File: config.mk
export PLATFORM = sky130hd
export DESIGN_NAME = div_arbiter
export DESIGN_NICKNAME = d
export VERILOG_FILES = /design/src/rtl/div_arbiter.sv
export SDC_FILE = /design/constraint.sdc
export NUM_CORES = 1
export LEC_CHECK = 0
export BUFFER_PORTS_ARGS = -buffer_cell sky130_fd_sc_hd__buf_2
export CORE_UTILIZATION = 49
export DETAILED_ROUTE_END_ITERATION = 8
export HOLD_SLACK_MARGIN = 0.15
export PLACE_DENSITY = 0.77
export SLEW_MARGIN = 20
export SYNTH_ARGS = -nofsm -noshare
export SYNTH_HDL_FRONTEND = slang
export SYNTH_SLANG_ARGS = --single-unit
File: constraint.sdc
create_clock -name clk -period 2.85 [get_ports clk]
set_input_delay 0.4275 -clock clk [delete_from_list [all_inputs] [get_ports clk]]
set_output_delay 0.4275 -clock clk [all_outputs]
set_load 0.005 [all_outputs]
File: src/rtl/div_arbiter.sv
// -----------------------------------------------------------------------------
// div_arbiter
//
// Two-requester round-robin front end for a single sequential unsigned divider.
// One requester at a time is accepted in IDLE. Its operands are latched, and the
// quotient and remainder are produced by restoring division, one bit per cycle
// and MSB first. The result is then held in DONE until the consumer takes it.
// A zero divisor skips the iteration and reports q = all ones, r = a and
// divzero = 1.
//
// Ports
//   clk                 in   single clock; all state changes on its rising edge
//   rst                 in   synchronous, active-high reset
//   req0_valid          in   requester 0 has a division pending
//   req0_a, req0_b      in   requester 0 dividend / divisor (N bits, unsigned)
//   req0_ready          out  requester 0 operands accepted this cycle
//   req1_valid          in   requester 1 has a division pending
//   req1_a, req1_b      in   requester 1 dividend / divisor (N bits, unsigned)
//   req1_ready          out  requester 1 operands accepted this cycle
//   res_valid           out  a result is presented
//   res_ready           in   consumer takes the result this cycle
//   res_q, res_r        out  quotient / remainder (N bits), zero outside DONE
//   res_id              out  index of the requester served, zero outside DONE
//   res_divzero         out  divisor was zero, zero outside DONE
// -----------------------------------------------------------------------------
module div_arbiter #(
    parameter int N = 16
) (
    input  logic         clk,
    input  logic         rst,
    input  logic         req0_valid,
    input  logic [N-1:0] req0_a,
    input  logic [N-1:0] req0_b,
    output logic         req0_ready,
    input  logic         req1_valid,
    input  logic [N-1:0] req1_a,
    input  logic [N-1:0] req1_b,
    output logic         req1_ready,
    output logic         res_valid,
    input  logic         res_ready,
    output logic [N-1:0] res_q,
    output logic [N-1:0] res_r,
    output logic         res_id,
    output logic         res_divzero
);

    localparam int CW = $clog2(N + 1);

    typedef enum logic [1:0] {
        IDLE = 2'd0,
        CALC = 2'd1,
        DONE = 2'd2
    } state_t;

    state_t         state;
    logic           last;      // requester served most recently
    logic           settle;    // first cycle after reset: no grants
    logic [N-1:0]   dvd;       // dividend, shifted left one bit per CALC cycle
    logic [N-1:0]   dvs;       // latched divisor
    logic [N:0]     rem;       // partial remainder, one guard bit wide
    logic [N-1:0]   quo;       // quotient, bits shifted in from the LSB
    logic           id;
    logic           divzero;
    logic [CW-1:0]  cnt;

    // -------------------------------------------------------------------------
    // Arbitration
    // -------------------------------------------------------------------------
    logic           grant;     // requester index that would be accepted
    logic           open;      // block may accept this cycle
    logic           transfer;
    logic [N-1:0]   sel_a;
    logic [N-1:0]   sel_b;

    always_comb begin
        grant = 1'b0;
        if (req0_valid && req1_valid) begin
            // On a tie the requester that was not served last wins.
            grant = ~last;
        end else if (req1_valid) begin
            grant = 1'b1;
        end
    end

    assign open       = (state == IDLE) && !settle && !rst;
    assign req0_ready = open && req0_valid && !grant;
    assign req1_ready = open && req1_valid &&  grant;
    assign transfer   = req0_ready || req1_ready;
    assign sel_a      = grant ? req1_a : req0_a;
    assign sel_b      = grant ? req1_b : req0_b;

    // -------------------------------------------------------------------------
    // One restoring-division step
    // -------------------------------------------------------------------------
    logic [N:0]     trial;
    logic [N:0]     diff;
    logic           fits;

    always_comb begin
        // Remainder is always below the divisor, so its guard bit is zero and
        // shifting it out loses nothing.
        trial = (rem << 1) | (N + 1)'(dvd[N-1]);
        diff  = trial - {1'b0, dvs};
        fits  = (trial >= {1'b0, dvs});
    end

    // -------------------------------------------------------------------------
    // Controller
    // -------------------------------------------------------------------------
    always_ff @(posedge clk) begin
        if (rst) begin
            state   <= IDLE;
            last    <= 1'b1;
            settle  <= 1'b1;
            quo     <= '0;
            rem     <= '0;
            id      <= 1'b0;
            divzero <= 1'b0;
            cnt     <= '0;
        end else begin
            settle <= 1'b0;
            case (state)
                IDLE: begin
                    if (transfer) begin
                        last <= grant;
                        id   <= grant;
                        dvs  <= sel_b;
                        cnt  <= '0;
                        if (sel_b == '0) begin
                            quo     <= '1;
                            rem     <= {1'b0, sel_a};
                            divzero <= 1'b1;
                            state   <= DONE;
                        end else begin
                            dvd     <= sel_a;
                            quo     <= '0;
                            rem     <= '0;
                            divzero <= 1'b0;
                            state   <= CALC;
                        end
                    end
                end

                CALC: begin
                    dvd <= dvd << 1;
                    rem <= fits ? diff : trial;
                    quo <= {quo[N-2:0], fits};
                    cnt <= cnt + 1'b1;
                    if (cnt == CW'(N - 1)) begin
                        state <= DONE;
                    end
                end

                DONE: begin
                    if (res_ready) begin
                        state <= IDLE;
                    end
                end

                default: begin
                    state <= IDLE;
                end
            endcase
        end
    end

    // -------------------------------------------------------------------------
    // Result outputs: presented only in DONE and forced low while in reset
    // -------------------------------------------------------------------------
    logic show;

    assign show        = (state == DONE) && !rst;
    assign res_valid   = show;
    assign res_q       = show ? quo : '0;
    assign res_r       = show ? rem[N-1:0] : '0;
    assign res_id      = show && id;
    assign res_divzero = show && divzero;

endmodule
==> reports/metrics.yaml <==
outcome: "finished, final reports clean"
finalCritPeriodShare_pct: 98.5
dieArea_sq_mm: 0.00977
crit_path_end_kind: "flip-flop"
wirelength_met1_um: 5160
startpoint: "dvd[15]$_DFFE_PP_"
cts_buffers: 9
min_period_ns: 2.81
final_cell_mix: "105 x buf_2, 74 x nor2_1, 49 x a21oi_1"
overflow: 0
drc: 0
fin_tns_setup_ns: 0
cp_max_fo: 2
totalWireLength_um: 12600
synth_top_family_by_area: "simple AND/OR/NAND/NOR gates"
startpoint_type: "flip-flop"
syn_inst: 528
arrival_ns: 3.10
vias_per_cell: 5.89
postPlaceCellArea_sq_mm: 0.00529
wl_met2_um: 6360
antenna_found_initial: 0
rsz0062_at_grt: "true"
vias: 4414
fin_worst_skew_ns: 0.0118
start_util_pct: 51.7
ys_types: 57
core_area_sq_mm: 0.00889
layout.cells.most_common: "buf_2"
dp_cells: 729
cts.path.max_buffers: 2
synth-compound-area-share_pct: 19.9
power_w: 0.00363
routed.top_layer: "met4"
synthAdderAreaFrac_pct: 5.33
critPathCapture: "rem[14]$_SDFFE_PP0P_"
ir_drop_mv: 0.475
grt_pass1_vias: 4257
hold_class: "in2reg"
synth_async_sr_flop_share_pct: 0
worst_pin_slew_ns: 0.742
reg2reg_depth: 11
clk_latency_ns: 0.35
die_h_um: 98.9
grt.total_usage_pct: 26.7
synth.area.mux_share_pct: 8.30
synth_ff_type: "dfxtp_1"
gp_congestion: 0.881
syn_nets: 616
crit_type: "reg2reg"
numPortBuffers: 105
wl_per_cell_um: 16.8
finalSetupViolations: 0
reg2reg_to: "rem[14]$_SDFFE_PP0P_"
utilization_pct: 62.9
wl_met3_um: 740
leakage_nw: 2.50
maxCapViolations: 0
rows: 34
synth-edff-count: 32
clock_sinks: 75
syn_area_sq_mm: 0.00460
synth-xor-area-share_pct: 1.71
ys_ff_latch: 75
drt_iter0_markers: 261
yosys_warnings: 0
hpwl_um: 9370
die_w_um: 98.9
timing.rr.start: "dvd[15]$_DFFE_PP_"
drv_slew: 0
root_buffer: "clkbuf_8"
dr.pass1.iters: 5
drive_above_1_share_pct: 27.6
cts_tree: "done"
grt_max_degree: 45
ant_nets: 0
fillers: 790
areaGrowthSynthToFinish_pct: 21.6
htreeDepth: 3
p_per_area_mw_per_mm2: 650
antennaDiodeCount: 0
postLayoutCellArea_sq_mm: 0.00559
final_hold_viol_count: 0
grt_pass1_wl_um: 20500
cts.clk_slew.worst_paths_ns: 0.08
fmax_mhz: 356
avgSynthCellArea_sq_um: 8.71
io_pins: 106
r2r_slack_ns: 0.04
crit_required_ns: 3.14
instances_no_fill: 749
slew_headroom_pct: 50.5
post_synth_and_or_nand_nor_area_fraction_pct: 20.1
final_nets: 724
seq_area_frac_synth_pct: 39.6
[cell families after synthesis]
group,count (synthesis)
adders and majority gates,19
muxes,36
AOI/OAI and AO/OA,147
DFF,75
buffers and inverters,57
xor gates and xnor gates,9
and+or+nand+nor,185
[per-stage QoR]
stage                     worst slack (ns)  hold slack [ns]
after global routing                -0.136            0.369
after floorplan                      0.194            0.430
after global placement               0.123            0.438
after detailed placement            0.0599            0.443
after CTS                           0.0106            0.362
final                               0.0419            0.376
[critical path, cell delays in order, from the launching register on]
cell and delay [ns]:
edfxtp_1 0.40, inv_1 0.08, ha_2 0.18, inv_2 0.04, fa_2 0.38, a21o_1 0.19, a221oi_2 0.29, nand2b_4 0.20
a311oi_4 0.10, or4b_4 0.56, a41oi_2 0.17, o31a_1 0.16
[synth_stat cells, types with 3 or more instances]
library cell,n,share of area (%)
a31oi_1,8,1.1
inv_1,25,2.0
ha_1,18,4.9
a21o_1,6,0.98
edfxtp_1,32,21
clkbuf_1,23,1.9
nand2_1,14,1.1
nor4_1,11,1.5
and2_1,38,5.2
nor3_1,9,0.98
mux2_2,17,4.2
o21bai_1,3,0.49
xor2_1,4,0.76
a311oi_1,4,0.76
o211ai_1,3,0.49
and3_1,7,0.95
mux2i_1,19,4.1
dfxtp_1,43,19
o21a_1,3,0.49
o221a_2,3,0.73
a21oi_1,49,5.3
xnor2_1,5,0.95
a211oi_1,5,0.82
o21ai_0,40,4.4
buf_2,6,0.65
nor2_1,76,6.2
nand4_1,4,0.54
nand3_1,14,1.5
[routing by layer]
metal	global-route usage, %	up-vias
met5	0	-
met3	4.68	28
met4	11.6	0
met2	46.0	158
met1	32.7	2079
li1	-	2149
[registers in the layout, indices dropped and copies added, names as in the netlist]
| register | cells |
|---|---|
| state | 2 |
| id | 1 |
| dvs | 16 |
| dvd | 16 |
| quo | 16 |
| rem | 16 |
| last | 1 |
| settle | 1 |
| cnt | 5 |
| divzero | 1 |
[power breakdown]
group / total [W] / internal (W) / switching (W)
sequential: 0.00142 / 0.00131 / 0.000114
combinational: 0.00130 / 0.000525 / 0.000772
clock: 0.000917 / 0.000516 / 0.000401
[worst min path at each step]
stage	from	to	slack, ns	depth (start not counted)
after floorplan	last$_SDFFE_PP1P_	last$_SDFFE_PP1P_	0.43	1
after global placement	divzero$_SDFFE_PP0P_	divzero$_SDFFE_PP0P_	0.44	2
after detailed placement	divzero$_SDFFE_PP0P_	divzero$_SDFFE_PP0P_	0.44	2
after CTS	rst	settle$_DFF_P_	0.36	1
after global routing	rst	settle$_DFF_P_	0.37	1
final	rst	settle$_DFF_P_	0.38	1
[final cells by class]
| cell class | instances | area, sq um | area share, % |
|---|---|---|---|
| clock buffers | 14 | 185 | 3.31 |
| clock inverters | 2 | 38.8 | 0.694 |
| inverters | 25 | 93.8 | 1.68 |
| multi-input cells | 396 | 2610 | 46.7 |
| flip-flops and latches | 75 | 1820 | 32.6 |
| well taps | 108 | 135 | 2.42 |
| repair buffers | 129 | 706 | 12.6 |
[repair_timing]
item                                    CTS  global route
buffers inserted                          0             4
hold buffers                              0             0
endpoints found under the setup margin    0             1
gates resized for setup                   0             8
No activity file was read; power rests on OpenSTA's default activity.
